<file path="src/rtl/pc_sequencer.sv">
// Program-counter sequencer feeding an external return-address stack.
// Handles sequential fetch, jumps, calls and returns, and flags stack over/underflow.
module pc_sequencer #(
  parameter int              AW       = 12,
  parameter int              DEPTH    = 8,
  parameter logic [AW-1:0]   RESET_PC = '0
) (
  input  logic          clk,
  input  logic          rst,
  input  logic          en,
  input  logic          jmp,
  input  logic          jsr,
  input  logic          ret,
  input  logic [AW-1:0] target,
  input  logic [AW-1:0] stack_out,
  output logic [AW-1:0] pc,
  output logic          push,
  output logic          pop,
  output logic [AW-1:0] push_data,
  output logic [3:0]    depth,
  output logic          busy,
  output logic          err
);

  typedef enum logic [1:0] {RUN, RET_WAIT, ERR} state_t;

  localparam logic [3:0]    DEPTH_MAX = 4'(DEPTH);
  localparam logic [AW-1:0] ONE       = {{(AW-1){1'b0}}, 1'b1};

  state_t        state, state_nxt;
  logic [AW-1:0] pc_nxt;
  logic [3:0]    depth_nxt;
  logic          err_nxt;

  assign push_data = pc + ONE;

  always_ff @(posedge clk or posedge rst) begin
    if (rst) begin
      state <= RUN;
      pc    <= RESET_PC;
      depth <= 4'd0;
      err   <= 1'b0;
    end else begin
      state <= state_nxt;
      pc    <= pc_nxt;
      depth <= depth_nxt;
      err   <= err_nxt;
    end
  end

  // Stack handshakes are combinational so the stack sees push/pop in the same cycle as the command.
  always_comb begin
    state_nxt = state;
    pc_nxt    = pc;
    depth_nxt = depth;
    err_nxt   = err;
    push      = 1'b0;
    pop       = 1'b0;
    busy      = 1'b0;
    if (!rst) begin
      unique case (state)
        RUN: begin
          if (en) begin
            if (ret) begin
              if (depth == 4'd0) begin
                err_nxt   = 1'b1;
                state_nxt = ERR;
              end else begin
                pop       = 1'b1;
                state_nxt = RET_WAIT;
              end
            end else if (jsr) begin
              if (depth == DEPTH_MAX) begin
                err_nxt   = 1'b1;
                state_nxt = ERR;
              end else begin
                push      = 1'b1;
                pc_nxt    = target;
                depth_nxt = depth + 4'd1;
              end
            end else if (jmp) begin
              pc_nxt = target;
            end else begin
              pc_nxt = push_data;
            end
          end
        end
        // The stack's registered output carries the popped address one cycle after the pop.
        RET_WAIT: begin
          busy      = 1'b1;
          pc_nxt    = stack_out;
          depth_nxt = depth - 4'd1;
          state_nxt = RUN;
        end
        ERR: begin
          state_nxt = ERR;
        end
        default: begin
          state_nxt = RUN;
        end
      endcase
    end
  end

endmodule

</file>
<file path="config.mk">
export PLATFORM = sky130hd
export DESIGN_NAME = pc_sequencer
export DESIGN_NICKNAME = d
export VERILOG_FILES = /design/src/rtl/pc_sequencer.sv
export SDC_FILE = /design/constraint.sdc
export NUM_CORES = 1
export LEC_CHECK = 0
export CAP_MARGIN = 20
export CELL_PAD_IN_SITES_DETAIL_PLACEMENT = 0
export CELL_PAD_IN_SITES_GLOBAL_PLACEMENT = 1
export CORE_ASPECT_RATIO = 1.25
export CORE_MARGIN = 1
export CORE_UTILIZATION = 32
export DETAILED_ROUTE_END_ITERATION = 12
export PLACE_DENSITY = 0.9
export SETUP_SLACK_MARGIN = 0.1
export SLEW_MARGIN = 20
export SYNTH_ARGS = -nofsm -noshare
export SYNTH_HDL_FRONTEND = slang
export SYNTH_SLANG_ARGS = --single-unit
</file>
<file path="constraint.sdc">
create_clock -name clk -period 6.1 [get_ports clk]
set_input_delay 0.915 -clock clk [delete_from_list [all_inputs] [get_ports clk]]
set_output_delay 0.915 -clock clk [all_outputs]
set_load 0.05 [all_outputs]
</file>
==> metrics.yaml <==
yosys:
  synth_cell_types: 42
  netlist_area_um2: 1450
  syn_area_per_cell_um2: 8.34
  synth_edf_count: 0
  synthArstFlopShare_pct: 100
  synth-main-ff-cell: "dfrtp_1"
  synthTopCellsByArea: "dfrtp_1, xnor2_1, a21oi_1"
  synthesis.instances: 174
  syn_nets: 208
  yosys_warnings: 0
  synth_top_cell_area_share_pct: 32.8
  synthTopCellsByCount: "dfrtp_1, nand2_1, a21oi_1, nor2_1"
  synth_largest_area_cell: "dfrtp_1"
  synth-seq-area-share_pct: 32.8
  synth_seq_cells: 19
  synth.most_common_cell: "dfrtp_1"
floorplan:
  die_w_um: 62.2
  start_util_pct: 33.0
  die_area_um2: 4810
  num_rows: 27
  die_h_um: 77.3
  io_pins: 62
  design.core.area_um2: 4390
clock_network:
  path_clk_slew_ns: 0.08
  clock_latency_ns: 0.26
  post_cts_resized: 0
  cts_tree: "yes"
  h-tree-depth: 1
  cts_hold_buf: 0
  postCtsSetupRepairBufs: 0
  cts_sinks: 19
  cts_max_path_buffers: 2
  root_buffer: "clkbuf_8"
  cts_buffers: 3
sta:
  fin_setup_tns_ns: 0
  setup_viol: 0
  maxClockFrequency_mhz: 262
  fin_skew_ns: 0.00226
  fin_crit_ns: 3.81
  drv_slew: 0
  tightest_slew_ns: 1.13
  maxSlewHeadroom_pct: 24.6
  grt_setup_unrepaired: "false"
  finalHoldViolations: 0
  finalCritPeriodShare_pct: 62.5
grt:
  grt_usage_pct: 18.7
  grt_pass1_wl_um: 7220
  grt_max_degree: 22
  grt_pass1_vias: 1502
  antenna_found_initial: 0
  grt-ovfl-total: 0
setup_path:
  crit_path_frequent_cell: "clkdlybuf4s50_1"
  crit_chain: "clkdlybuf4s50_1, nor4b_1, o211a_1, clkdlybuf4s50_1"
  critPathMaxFanout: 4
  slowest_delay_ns: 0.80
  critPathArrivalTime_ns: 2.90
  critPathBufInv: 2
  cpLargestDelayFamily: "buffers and inverters"
  start_kind: "input port"
  r2r_setup_slack_ns: 3.19
  crit_path_end_kind: "output pin"
  cpMaxStageDelayCell: "clkdlybuf4s50_1"
  required_ns: 5.18
  timing_worst_setup_path_type: "in2out"
pwr:
  clkPwrFrac_pct: 7.0
  power_switching_uw: 742
  p_per_area_nw_per_um2: 609
  intPower_uw: 562
  swShare_pct: 56.9
  finalPower_uw: 1300
  pwr-share-seq_pct: 21.5
  p_leak_uw: 0.000882
  combPwrFrac_pct: 71.6
  ir_drop_mv: 0.254
routing:
  routedWlPerCell_um: 14.9
  vias: 1541
  viasPerCell: 5.37
  drtIter0Drc: 143
  ant_nets: 0
  drc: 0
  drt_wl_total_um: 4260
  dr.pass1.iters: 4
finish:
  syn2layout_area_growth_pct: 47.5
  fin_nets: 264
  n_antenna_cell: 0
  finalInstanceArea_um2: 2140
  drive_above_1_share_pct: 5.24
flow_run:
  max_cap_viol_count: 0
placement:
  dp_hpwl_um: 3030
  placed_area_um2: 2090
  gp_congestion: 0.848
  portBuffers: 61
hold_path:
  min_path_type: "reg2reg"
run_status:
  status: "finished clean"
cell type report:
class                           count  area (µm²)
Tap cell                           58        72.6
Multi-Input combinational cell    137         902
Sequential cell                    19         475
Clock buffer                        3        41.3
Timing Repair Buffer               62         618
Fill cell                         448        2250
Clock inverter                      1        5.00
Inverter                            7        26.3
state kept, by name, indices dropped and copies added (netlist names):
signal  cells
depth       4
err         1
pc         12
state       2
cell usage in the layout, fill, tap and decap left out, types with 4 or more instances in the layout:
cell type,count
nand2_1,16
a31oi_1,5
o21ai_0,9
xnor2_1,9
nand4_1,5
nor2_1,13
dfrtp_1,19
inv_1,7
o221ai_1,4
and3_1,4
clkdlybuf4s50_1,61
a21oi_1,14
or3_1,7
nand3_1,8
stage by stage:
step           utilization (%)  cells  worst slack [ns]  hold slack, ns
6_report                  48.7    287              2.29           0.481
5_1_grt                   48.7    287              2.10           0.496
4_1_cts                   48.7    287              2.31           0.487
3_5_place_dp              47.7    283              2.32           0.465
3_3_place_gp              47.7    283              2.36           0.480
2_1_floorplan                -    174              2.82           0.528
path summary, 6_finish.rpt:
check / start / endpoint / depth (start not counted)
max: en / pop / 4
min: err$_DFFE_PP0P_ / err$_DFFE_PP0P_ / 1
max reg2reg: state[0]$_DFFE_PP0P_ / depth[3]$_DFFE_PP0P_ / 7
min reg2reg: err$_DFFE_PP0P_ / err$_DFFE_PP0P_ / 1
max in group asynchronous: rst / pc[3]$_DFFE_PP0P_ / 2
min in group asynchronous: rst / err$_DFFE_PP0P_ / 2
power by group through the flow:
stage | Clock [µW] | Sequential [µW] | Combinational (µW)
after floorplan | 0 | 441 | 479
after detailed placement | 0 | 281 | 936
after global routing | 98.8 | 294 | 988
after global placement | 0 | 281 | 932
final | 90.7 | 280 | 934
after CTS | 93.2 | 280 | 939
layer usage:
layer | GRT usage, % | vias to the layer above | routed length [µm]
met4 | 7.44 | 0 | 40
li1 | - | 751 | -
met3 | 3.87 | 5 | 311
met1 | 23.6 | 716 | 1880
met5 | 0 | - | 0
met2 | 30.8 | 69 | 2030
logic make-up (layout without fill, tap and decap cells):
| group | Yosys count | after routing | synth area share (%) |
|---|---|---|---|
| AND/OR/NAND/NOR | 66 | 66 | 24.0 |
| flip-flops | 19 | 19 | 32.8 |
| adder cells (fa/ha/maj) | 4 | 4 | 3.97 |
| AO/OA/AOI/OAI | 55 | 55 | 26.5 |
| buffers and inverters | 18 | 73 | 5.09 |
| XOR/XNOR | 10 | 10 | 6.03 |
| multiplexers | 2 | 2 | 1.72 |
No activity file was read; power rests on OpenSTA's default activity.
